`config.mk`:
```
export PLATFORM = sky130hd
export DESIGN_NAME = branch_predictor
export DESIGN_NICKNAME = d
export VERILOG_FILES = /design/src/rtl/branch_predictor_pkg.sv /design/src/rtl/branch_predictor_counter_table.sv /design/src/rtl/branch_predictor.sv
export SDC_FILE = /design/constraint.sdc
export NUM_CORES = 1
export LEC_CHECK = 0
export ABC_AREA = 1
export CAP_MARGIN = 0
export CORE_ASPECT_RATIO = 0.8
export CORE_MARGIN = 3
export CORE_UTILIZATION = 30
export DETAILED_ROUTE_END_ITERATION = 10
export PLACE_DENSITY = 0.59
export SYNTH_ARGS = -nofsm -noshare
export SYNTH_HDL_FRONTEND = slang
export SYNTH_SLANG_ARGS = --single-unit
```
`constraint.sdc`:
```
create_clock -name clk -period 3.6 [get_ports clk]
set_input_delay 0.36 -clock clk [delete_from_list [all_inputs] [get_ports clk]]
set_output_delay 0.36 -clock clk [all_outputs]
set_load 0.05 [all_outputs]
```
`src/rtl/branch_predictor_pkg.sv`:
```
// Shared definitions for the branch predictor: counter encodings, FSM states, counter helpers.
package branch_predictor_pkg;

    typedef logic [1:0] ctr_t;

    localparam ctr_t BP_SNT      = 2'b00;
    localparam ctr_t BP_WNT      = 2'b01;
    localparam ctr_t BP_WT       = 2'b10;
    localparam ctr_t BP_ST       = 2'b11;
    localparam ctr_t BP_INIT_VAL = BP_WNT;

    localparam logic [0:0] ST_INIT = 1'b0;
    localparam logic [0:0] ST_RUN  = 1'b1;

    // Saturating step: strongly-taken absorbs further taken, strongly-not-taken absorbs not-taken.
    function automatic ctr_t ctr_next(input ctr_t cur, input logic taken);
        ctr_t nxt;
        if (taken) begin
            nxt = (cur == BP_ST) ? BP_ST : ctr_t'(cur + 2'd1);
        end else begin
            nxt = (cur == BP_SNT) ? BP_SNT : ctr_t'(cur - 2'd1);
        end
        return nxt;
    endfunction

    function automatic logic ctr_predict(input ctr_t cur);
        return cur[1];
    endfunction

endpackage

```
`src/rtl/branch_predictor_counter_table.sv`:
```
// Storage for the 2-bit saturating counters: async read port plus one write port that
// either clears an entry during the init sweep or applies a saturating training update.
module branch_predictor_counter_table
    import branch_predictor_pkg::*;
#(
    parameter int IDX_BITS = 6
) (
    input  logic                clk,
    input  logic [IDX_BITS-1:0] rd_idx,
    output logic [1:0]          rd_ctr,
    input  logic                init_en,
    input  logic [IDX_BITS-1:0] init_idx,
    input  logic                upd_en,
    input  logic [IDX_BITS-1:0] upd_idx,
    input  logic                upd_taken
);

    localparam int ENTRIES = 2 ** IDX_BITS;

    ctr_t ctr_mem [ENTRIES];

    // Read returns the value before any same-edge write, so there is no bypass.
    assign rd_ctr = ctr_mem[rd_idx];

    // NOTE: the array has no reset branch; the top's sequential sweep clears it, which keeps
    // it mappable to plain RAM/register-file cells instead of 2^IDX_BITS resettable flops.
    always_ff @(posedge clk) begin
        if (init_en) begin
            ctr_mem[init_idx] <= BP_INIT_VAL;
        end else if (upd_en) begin
            ctr_mem[upd_idx] <= ctr_next(ctr_mem[upd_idx], upd_taken);
        end
    end

endmodule

```
`src/rtl/branch_predictor.sv`:
```
// Dynamic conditional-branch predictor: INIT/RUN sweep FSM, table indexing and, when
// BP_GSHARE_EN is defined, a speculative global history register (gshare indexing).
module branch_predictor
    import branch_predictor_pkg::*;
#(
    parameter int IDX_BITS = 6,
    parameter int GHR_BITS = 6
) (
    input  logic                clk,
    input  logic                rst,
    input  logic [31:0]         fetch_pc,
    input  logic                fetch_is_br,
    input  logic                stall,
    output logic                pred_taken,
    output logic [IDX_BITS-1:0] pred_idx,
    input  logic                ex_valid,
    input  logic [IDX_BITS-1:0] ex_idx,
    input  logic                ex_taken,
    input  logic                ex_mispred,
    output logic                init_busy
`ifdef BP_GSHARE_EN
    ,
    output logic [GHR_BITS-1:0] pred_ghr,
    input  logic [GHR_BITS-1:0] ex_ghr
`endif
);

    localparam logic [IDX_BITS-1:0] LAST_IDX = {IDX_BITS{1'b1}};
    localparam bit unused_ghr_fits = (GHR_BITS <= IDX_BITS);

    logic [0:0]          state_q;
    logic [IDX_BITS-1:0] init_cnt;
    logic [IDX_BITS-1:0] fetch_idx;
    logic [1:0]          rd_ctr;
    logic                upd_en;

    assign fetch_idx = fetch_pc[IDX_BITS+1:2];
    assign init_busy = (state_q == ST_INIT);

    // NOTE: sequential state uses non-blocking assignments so every flop samples pre-edge values.
    always_ff @(posedge clk) begin
        if (rst) begin
            state_q  <= ST_INIT;
            init_cnt <= '0;
        end else if (state_q == ST_INIT) begin
            init_cnt <= init_cnt + 1'b1;
            if (init_cnt == LAST_IDX) begin
                state_q <= ST_RUN;
            end
        end
    end

`ifdef BP_GSHARE_EN
    logic [GHR_BITS-1:0] ghr_q;
    logic                unused_gshare;

    assign pred_idx = fetch_idx ^ IDX_BITS'(ghr_q);
    assign pred_ghr = ghr_q;

    // Misprediction repair outranks the same-cycle fetch shift: that fetch is being flushed.
    always_ff @(posedge clk) begin
        if (rst) begin
            ghr_q <= '0;
        end else if (!init_busy) begin
            if (ex_valid && ex_mispred) begin
                ghr_q <= {ex_ghr[GHR_BITS-2:0], ex_taken};
            end else if (fetch_is_br && !stall) begin
                ghr_q <= {ghr_q[GHR_BITS-2:0], pred_taken};
            end
        end
    end

    assign unused_gshare = ^{fetch_pc[31:IDX_BITS+2], fetch_pc[1:0], ex_ghr[GHR_BITS-1],
                             unused_ghr_fits};
`else
    logic unused_bimodal;

    assign pred_idx = fetch_idx;

    assign unused_bimodal = ^{fetch_pc[31:IDX_BITS+2], fetch_pc[1:0], stall, ex_mispred,
                              unused_ghr_fits};
`endif

    assign pred_taken = !init_busy && fetch_is_br && ctr_predict(rd_ctr);
    assign upd_en     = ex_valid && !init_busy;

    branch_predictor_counter_table #(
        .IDX_BITS(IDX_BITS)
    ) u_table (
        .clk      (clk),
        .rd_idx   (pred_idx),
        .rd_ctr   (rd_ctr),
        .init_en  (init_busy),
        .init_idx (init_cnt),
        .upd_en   (upd_en),
        .upd_idx  (ex_idx),
        .upd_taken(ex_taken)
    );

endmodule

```
==> results of run 1 <==
-- cell type report --
class                   count  area (µm²)  share of cell area [%]
multi-input cells         516        2330                    29.7
well taps                 300         375                    4.79
clock inverters            14         205                    2.62
flip-flops and latches    135        3980                    50.8
clock buffers              18         429                    5.48
repair buffers             41         410                    5.24
inverters                  27         101                    1.29
-- stage by stage --
stage	total power, W	cell area, µm²	setup WS, ns
after detailed placement	0.00204	7200	0.272
after floorplan	0.00193	6640	0.254
after CTS	0.00392	7840	0.565
after global routing	0.00403	7840	0.419
final	0.00391	7840	0.572
after global placement	0.00204	7200	0.289
-- critical path, stage by stage --
cell and delay, ns:
clkdlybuf4s50_1 0.42, inv_1 0.50, o21ai_0 0.21, o221ai_1 0.28
nand3_1 0.19, nand3_1 0.10, nand3_1 0.07, a21oi_1 0.34
buf_12 0.19
-- cell usage in the layout, fill, tap and decap left out, types with 2 or more instances in the layout --
cell and instances:
clkdlybuf4s50_1 22, nor3b_1 3, nor2_1 89, o31ai_1 4, o21ai_0 22, clkbuf_16 17, nand3_1 131, edfxtp_1 128
clkinv_1 4, inv_1 22, buf_4 14, o21ai_2 4, nor4_1 6, o211ai_1 2, clkinv_4 2, nor3_1 7
o221ai_1 5, a21oi_1 16, dfxtp_1 7, bufinv_16 5, buf_12 4, nand2_1 209, inv_2 4, nand4_1 6
clkinv_2 2, nand3_2 4
-- routing by layer --
metal,up-vias,GRT usage [%],share of wire [%]
met5,-,0,0
met4,0,4.28,1.4
met3,26,3.85,9.1
met2,261,24.3,45
met1,2545,23.6,44
li1,2525,-,-
-- sequential cells by signal (all words and copies together) (netlist names) --
name and cells:
u_table.ctr_mem 128, init_cnt 6, state_q 1
-- synth_stat cells, types with 4 or more instances --
cell type | number | share of area [%]
nand3_1 | 132 | 9.9
inv_2 | 4 | 0.23
nand2_1 | 209 | 12
nor2_1 | 90 | 5.1
edfxtp_1 | 128 | 58
o21ai_2 | 4 | 0.53
nor4_1 | 6 | 0.57
clkbuf_1 | 8 | 0.45
dfxtp_1 | 7 | 2.1
buf_2 | 21 | 1.6
a21oi_1 | 16 | 1.2
o221ai_1 | 5 | 0.66
nand4_1 | 6 | 0.57
o31ai_1 | 4 | 0.45
buf_4 | 11 | 1.2
o21ai_0 | 22 | 1.7
nor3_1 | 7 | 0.53
inv_1 | 22 | 1.2
-- worst max-delay path by stage --
stage                     depth (start not counted)                     to  slack [ns]   startpoint
after detailed placement                         13  u_table.ctr_mem[8][1]        0.27    ex_idx[1]
after CTS                                         9             pred_taken        0.57  fetch_pc[3]
after global routing                              9             pred_taken        0.42  fetch_pc[3]
after floorplan                                  11  u_table.ctr_mem[0][1]        0.25    ex_idx[2]
final                                             9             pred_taken        0.57  fetch_pc[3]
after global placement                           13  u_table.ctr_mem[9][1]        0.29    ex_idx[1]
-- power by group through the flow --
stage          combinational [W]  sequential [W]  clock [W]
2_1_floorplan           0.000193         0.00174          0
6_report                0.000310         0.00171    0.00190
5_1_grt                 0.000338         0.00171    0.00199
3_5_place_dp            0.000306         0.00174          0
4_1_cts                 0.000307         0.00171    0.00191
3_3_place_gp            0.000303         0.00174          0
-- kinds of logic (layout without fill, tap and decap cells) --
kind of cell	after synthesis	in the layout	synth area share (%)
flops	135	135	60.0
compound gates	55	55	5.05
fa+ha+maj	1	1	0.188
simple gates	460	460	29.7
buf+inv	69	100	5.14
==> flow_metrics.py, run 1 <==
metrics = {
    "layout": {
        "fin_cells": 1051,
        "num-fill-cells": 2183,
        "area_delta_synth_final_pct": 17.9,
        "nets": 784,
        "finish.utilization_pct": 36.1,
        "diodes": 0,
        "drive_gt1_share_pct": 8.52,
    },
    "logic_synthesis": {
        "synth_ff_type": "edfxtp_1",
        "syn_nets": 766,
        "synthArstFlopShare_pct": 0,
        "synth_edf_count": 128,
        "yosys_warnings": 0,
        "syn_area_um2": 6640,
        "ys_ff_latch": 135,
        "synth.distinct_cells": 30,
        "syn_inst": 720,
        "avgSynthCellArea_um2": 9.23,
        "synth-seq-area-share_pct": 60.0,
    },
    "global_routing": {
        "grt_max_degree": 67,
        "grt_pass1_vias": 5152,
        "grt_overflow": 0,
        "grt_pass1_wl_um": 29300,
        "grt_usage_pct": 16.2,
        "antenna_found_initial": 0,
    },
    "clocking": {
        "cts-root-buf": "clkbuf_16",
        "cts-htree-levels": 4,
        "cts_buffers": 17,
        "cts.sinks": 135,
        "path_clk_slew_ns": 0.06,
        "cts_tree": "done",
        "post-cts-setup-buffers": 0,
        "clock_path_buffers": 2,
        "insertion_delay_ns": 0.42,
        "cts_hold_buf": 0,
        "cts.repair.resized": 0,
    },
    "setup_path": {
        "r2r_slack_ns": 1.10,
        "worstRegToRegCells": 7,
        "worstPathArrival_ns": 2.67,
        "timing.rr.start": "state_q",
        "cp-end-kind": "output pin",
        "crit_type": "input pin to output pin",
        "path_max_fanout": 14,
        "r2r_end": "u_table.ctr_mem[39][0]",
        "required_ns": 3.24,
        "cp-start-kind": "input pin",
    },
    "power": {
        "ir_worst_vdd_uv": 258,
        "p_per_area_nw_per_um2": 499,
        "swShare_pct": 22.9,
        "power.share.clock_pct": 48.5,
        "pwr-share-comb_pct": 7.9,
        "p_switching_w": 0.000898,
        "p_leak_nw": 2.92,
        "internal-power_w": 0.00302,
        "seq_power_share_pct": 43.6,
    },
    "timing": {
        "finalCritPeriodShare_pct": 84.1,
        "worst_pin_slew_ns": 0.771,
        "hold_ws_ns": 0.480,
        "relSlewSlack_pct": 48.5,
        "hold_violations": 0,
        "fin_tns_setup_ns": 0,
        "skew_ns": 0.0119,
        "slew_violations": 0,
        "fmax_mhz": 330,
        "setup_viol": 0,
        "rsz0062_at_grt": "no",
        "period_needed_ns": 3.03,
    },
    "outcome": {
        "outcome": "complete, no violations",
    },
    "floorplanning": {
        "die_w_um": 172,
        "die_y_um": 139,
        "io_pins": 53,
        "core_um2": 21700,
        "dieArea_um2": 24000,
        "start_util_pct": 30.6,
        "rows": 48,
    },
    "route": {
        "vias": 5357,
        "drt_pass1_iterations": 6,
        "vias_per_cell": 5.10,
        "post_drt_wl_per_cell_um": 18.0,
        "drc": 0,
        "wirelength_um": 19000,
        "final_antenna_net_count": 0,
        "first_iter_violations": 585,
    },
    "placed_design": {
        "place_inst": 1019,
        "gp_congestion": 0.841,
        "hpwl_um": 11500,
        "port_buffers": 24,
    },
    "worst_hold_path": {
        "worstHoldPathCells": 2,
        "worstHoldStart": "init_cnt[5]",
        "holdCritPathClass": "flop to flop",
        "min_to": "state_q",
    },
    "flow_run": {
        "cap_violations": 0,
    },
}
No activity file was read; power rests on OpenSTA's default activity.
==> inputs of run 2 (changes only) <==
==> constraint.sdc (replaced) <==
create_clock -name clk -period 2.8 [get_ports clk]
set_input_delay 0.28 -clock clk [delete_from_list [all_inputs] [get_ports clk]]
set_output_delay 0.28 -clock clk [all_outputs]
set_load 0.05 [all_outputs]
==> run 2 against run 1 <==
Via count is 0.34% lower. Register-to-register slack worse by 0.51 ns. Critical path depth is 3 higher. Critical endpoint unchanged.
==> flow_metrics.py, run 2 (synthesized netlist as in run 1, its figures left out) <==
metrics = {
    "outcome": {
        "outcome": "complete, no violations",
    },
    "placed_design": {
        "dpl_worst_slack_ns": 0.166,
        "gp_congestion": 0.891,
        "place_inst": 1038,
        "hpwl_um": 12100,
        "port_buffers": 24,
    },
    "layout": {
        "fin_cells": 1068,
        "num-fill-cells": 2166,
        "reg_top3": "u_table.ctr_mem: 128 flops, init_cnt: 6 flops, state_q: 1 flops",
        "multi_input_area_um2": 2330,
        "regMostFlops": "u_table.ctr_mem",
        "final_cell_mix": "nand2_1 (209), nand3_1 (131), edfxtp_1 (128)",
        "area_delta_synth_final_pct": 20.6,
        "nets": 803,
        "seq_area_um2": 3980,
        "drive_gt1_share_pct": 11.3,
        "final_common_cell": "nand2_1",
        "largest_reg_flops": 128,
        "diodes": 0,
        "finish.utilization_pct": 37.0,
    },
    "timing": {
        "period_needed_ns": 2.58,
        "fmax_mhz": 387,
        "skew_ns": 0.0129,
        "worst_pin_slew_ns": 0.560,
        "timing.final.ws_setup_ns": 0.219,
        "relSlewSlack_pct": 62.3,
        "hold_violations": 0,
        "slew_violations": 0,
        "rsz0062_at_grt": "no",
        "setup_viol": 0,
        "fin_tns_setup_ns": 0,
        "finalCritPeriodShare_pct": 92.2,
    },
    "global_routing": {
        "grt.busiest_layer": "met1",
        "grt_pass1_wl_um": 28900,
        "antenna_found_initial": 0,
        "grt_overflow": 0,
        "grt_pass1_vias": 5017,
        "grt_max_degree": 49,
        "use_met3_pct": 3.90,
        "gr-usage-met1_pct": 23.9,
        "grt_usage_pct": 15.9,
        "grtUsageMet2_pct": 22.5,
    },
    "setup_path": {
        "worstRegToRegCells": 7,
        "r2r_slack_ns": 0.59,
        "r2r_end": "u_table.ctr_mem[50][0]",
        "crit_type": "input pin to output pin",
        "worstPathArrival_ns": 2.30,
        "cp-start-kind": "input pin",
        "path_max_fanout": 24,
        "timing.rr.start": "state_q",
        "cp-end-kind": "output pin",
        "required_ns": 2.52,
    },
    "power": {
        "p_total_w": 0.00485,
        "ir_worst_vdd_uv": 315,
        "power.share.clock_pct": 46.0,
        "p_per_area_nw_per_um2": 605,
        "p_switching_w": 0.00114,
        "p_leak_nw": 3.02,
        "internal-power_w": 0.00371,
        "swShare_pct": 23.4,
        "pwr-share-comb_pct": 8.8,
        "seq_power_share_pct": 45.2,
    },
    "route": {
        "drc": 0,
        "first_iter_violations": 597,
        "vias": 5339,
        "vias_per_cell": 5.00,
        "drt_pass1_iterations": 7,
        "final_antenna_net_count": 0,
        "post_drt_wl_per_cell_um": 17.4,
        "wirelength_um": 18600,
    },
    "clocking": {
        "cts.sinks": 135,
        "path_clk_slew_ns": 0.05,
        "cts-root-buf": "clkbuf_16",
        "cts_buffers": 17,
        "clock_path_buffers": 2,
        "post-cts-setup-buffers": 0,
        "cts-htree-levels": 4,
        "cts_tree": "done",
        "insertion_delay_ns": 0.42,
    },
    "floorplanning": {
        "dieArea_um2": 24000,
        "rows": 48,
        "start_util_pct": 30.6,
        "io_pins": 53,
        "core_um2": 21700,
        "die_y_um": 139,
        "die_w_um": 172,
    },
    "flow_run": {
        "cap_violations": 0,
    },
    "worst_hold_path": {
        "worstHoldStart": "init_cnt[4]",
        "worstHoldPathCells": 2,
        "min_to": "state_q",
        "holdCritPathClass": "flop to flop",
    },
}
run 2: per-layer routing:
metal  share of wire (%)  up-vias
met1                  46     2508
met3                 9.8       29
met4                 1.6        0
met2                  42      246
li1                    -     2556
met5                   0        -
run 2: repair_timing:
item | in CTS | in global routing
hold endpoints to repair | 0 | 0
hold buffers | 0 | 0
endpoints found under the setup margin | 0 | 1
resized for setup | 0 | 1
run 2: cell type report:
cell class                 instances  area share (%)
inverter                          27            1.26
sequential                       135            49.7
multi-input combinational        516            29.1
timing repair buffer              60            7.93
tap                              300            4.68
clock buffer                      17            5.31
clock inverter                    13            1.97
run 2: power by group through the flow:
| stage | sequential (W) | combinational, W | clock, W |
|---|---|---|---|
| floorplan | 0.00223 | 0.000249 | 0 |
| global placement | 0.00224 | 0.000417 | 0 |
| detailed placement | 0.00224 | 0.000419 | 0 |
| CTS | 0.00219 | 0.000420 | 0.00226 |
| global route | 0.00219 | 0.000462 | 0.00236 |
| finish | 0.00219 | 0.000425 | 0.00223 |
run 2: worst max path at each step:
stage                start                    end  slack, ns
2_1_floorplan    ex_idx[2]  u_table.ctr_mem[0][0]       0.12
3_3_place_gp   fetch_pc[2]             pred_taken       0.15
3_5_place_dp   fetch_pc[2]             pred_taken       0.17
4_1_cts        fetch_pc[2]             pred_taken       0.13
5_1_grt        fetch_pc[2]             pred_taken       0.08
6_report       fetch_pc[2]             pred_taken       0.22
run 2: metrics by stage:
step	cell area, µm²	hold WS [ns]
after global placement	7430	0.475
final	8010	0.481
after global routing	8010	0.515
after detailed placement	7430	0.477
after CTS	8010	0.484
after floorplan	6650	0.349
run 2: critical path, cell delays in order:
cell and delay (ns):
clkdlybuf4s50_1 0.48, inv_1 0.20, buf_12 0.19, nand2_1 0.06, nand3_1 0.06, nand2_1 0.05
a21oi_1 0.13, o31ai_1 0.10, nand3_1 0.17, nand3_1 0.11, a21oi_2 0.27, buf_12 0.18
==> inputs of run 3 (changes only) <==
--- a/config.mk
+++ b/config.mk
@@ -11,7 +11,9 @@
 export CORE_MARGIN = 3
 export CORE_UTILIZATION = 30
 export DETAILED_ROUTE_END_ITERATION = 10
+export GPL_TIMING_DRIVEN = 0
 export PLACE_DENSITY = 0.59
+export SKIP_CTS_REPAIR_TIMING = 1
 export SYNTH_ARGS = -nofsm -noshare
 export SYNTH_HDL_FRONTEND = slang
 export SYNTH_SLANG_ARGS = --single-unit
==> run 3 against run 2 <==
Cell count rose by 0.75%. Sequential power is essentially flat. Hold slack better by 0.0066 ns. Final area decreased by 0.75%. First-iteration DRC count rose by 59%. Combinational power increased by 4%. Clock power is 9% higher. Critical endpoint unchanged. Largest cell class unchanged. Largest power group unchanged.
==> flow_metrics.py, run 3 (synthesized netlist as in run 1, its figures left out) <==
metrics = {
    "outcome": {
        "outcome": "complete, no violations",
    },
    "route": {
        "wirelength_um": 22300,
        "vias_per_cell": 5.34,
        "first_iter_violations": 947,
        "drc": 0,
        "final_antenna_net_count": 0,
        "post_drt_wl_per_cell_um": 20.7,
        "vias": 5747,
        "drt_pass1_iterations": 6,
    },
    "layout": {
        "multi_input_area_um2": 2350,
        "area_delta_synth_final_pct": 19.7,
        "final_cell_mix": "nand2_1 (209), nand3_1 (131), edfxtp_1 (128)",
        "reg_top3": "u_table.ctr_mem: 128 flops, init_cnt: 6 flops, state_q: 1 flops",
        "nets": 811,
        "regMostFlops": "u_table.ctr_mem",
        "diodes": 0,
        "largest_reg_flops": 128,
        "seq_area_um2": 3980,
        "final_common_cell": "nand2_1",
        "drive_gt1_share_pct": 11.5,
        "num-fill-cells": 2208,
    },
    "clocking": {
        "insertion_delay_ns": 0.43,
        "clock_path_buffers": 2,
        "path_clk_slew_ns": 0.06,
        "cts-root-buf": "clkbuf_16",
        "cts_tree": "done",
        "cts.sinks": 135,
        "cts_buffers": 17,
        "cts-htree-levels": 4,
    },
    "global_routing": {
        "grt_overflow": 0,
        "grt_max_degree": 44,
        "grt.busiest_layer": "met1",
        "use_met3_pct": 5.76,
        "grt_usage_pct": 18.5,
        "grt_pass1_vias": 5221,
        "antenna_found_initial": 0,
        "gr-usage-met1_pct": 27.5,
        "grt_pass1_wl_um": 32200,
        "grtUsageMet2_pct": 24.7,
    },
    "timing": {
        "worst_pin_slew_ns": 0.782,
        "fmax_mhz": 372,
        "hold_ws_ns": 0.488,
        "hold_violations": 0,
        "timing.final.ws_setup_ns": 0.109,
        "setup_viol": 0,
        "period_needed_ns": 2.69,
        "rsz0062_at_grt": "no",
        "skew_ns": 0.00799,
        "finalCritPeriodShare_pct": 96.1,
        "relSlewSlack_pct": 47.7,
        "slew_violations": 0,
    },
    "setup_path": {
        "cp-end-kind": "output pin",
        "cp-start-kind": "input pin",
        "required_ns": 2.52,
        "path_max_fanout": 10,
        "worstPathArrival_ns": 2.41,
        "crit_type": "input pin to output pin",
    },
    "power": {
        "p_per_area_nw_per_um2": 636,
        "ir_worst_vdd_uv": 419,
        "pwr-share-comb_pct": 8.7,
        "p_switching_w": 0.00119,
        "seq_power_share_pct": 43.4,
        "power.share.clock_pct": 47.9,
        "p_leak_nw": 3.00,
        "internal-power_w": 0.00388,
        "swShare_pct": 23.4,
    },
    "floorplanning": {
        "die_y_um": 139,
        "dieArea_um2": 24000,
        "core_um2": 21700,
        "die_w_um": 172,
        "start_util_pct": 30.6,
        "io_pins": 53,
        "rows": 48,
    },
    "placed_design": {
        "hpwl_um": 14500,
        "dpl_worst_slack_ns": -0.657,
        "gp_congestion": 0.994,
        "port_buffers": 19,
    },
    "flow_run": {
        "cap_violations": 0,
    },
    "worst_hold_path": {
        "holdCritPathClass": "flop to flop",
    },
}
-- run 3: cell types whose count changed in the layout (fill, tap and decap cells not counted), moves of 2 or more --
cell and change:
buf_2 +16, buf_6 +3, bufinv_16 +2, clkinv_2 -2
clkdlybuf4s50_1 -3, clkbuf_2 +2, buf_12 -9, buf_4 -12
clkbuf_1 +7
-- run 3: per-layer routing --
| layer | up-vias | wire length (µm) | part of all wire [%] |
|---|---|---|---|
| li1 | 2592 | - | - |
| met1 | 2720 | 9860 | 44 |
| met2 | 366 | 8920 | 40 |
| met3 | 69 | 2750 | 12 |
| met4 | 0 | 762 | 3.4 |
| met5 | - | 0 | 0 |
-- run 3: layout make-up --
cell class	count	area share (%)
plain buffers	42	3.21
clock buffers	17	5.35
clock inverters	13	2.56
inverters	27	1.32
multi-input cells	518	29.6
flip-flops and latches	135	50.1
well taps	300	4.72
repair buffers	24	3.15
-- run 3: worst max-delay path, stage by stage --
cell and delay, ns:
buf_2 0.24, clkbuf_1 0.49, o21ai_0 0.20, o221ai_1 0.22
nand3_1 0.16, nand3_1 0.10, nand3_1 0.07, a21oi_1 0.30
clkbuf_2 0.35
-- run 3: path summary, 6_finish.rpt --
kind                            slack [ns]        start  cells after the start                      to
worst min-delay path                  0.49  init_cnt[5]                      2                 state_q
worst min register to register        0.49  init_cnt[5]                      2                 state_q
worst max-delay path                  0.11  fetch_pc[3]                      9              pred_taken
worst max register to register        0.15      state_q                      7  u_table.ctr_mem[23][1]
-- run 3: power groups by stage --
stage | clock, W | combinational, W | sequential (W)
2_1_floorplan | 0 | 0.000249 | 0.00223
3_3_place_gp | 0 | 0.000409 | 0.00224
3_5_place_dp | 0 | 0.000412 | 0.00224
4_1_cts | 0.00244 | 0.000414 | 0.00219
5_1_grt | 0.00254 | 0.000467 | 0.00219
6_report | 0.00243 | 0.000441 | 0.00219
-- run 3: metrics by stage --
| step | util (%) | std cells | setup TNS (ns) | area (µm²) | power [W] |
|---|---|---|---|---|---|
| after global placement | 33.3 | 1039 | -250.83 | 7210 | 0.00264 |
| after floorplan | - | 720 | 0 | 6650 | 0.00248 |
| after detailed placement | 33.5 | 1041 | -51.72 | 7260 | 0.00265 |
| after global routing | 36.7 | 1076 | 0 | 7950 | 0.00520 |
| after CTS | 36.4 | 1071 | -2.96 | 7890 | 0.00505 |
| final | 36.7 | 1076 | 0 | 7950 | 0.00506 |
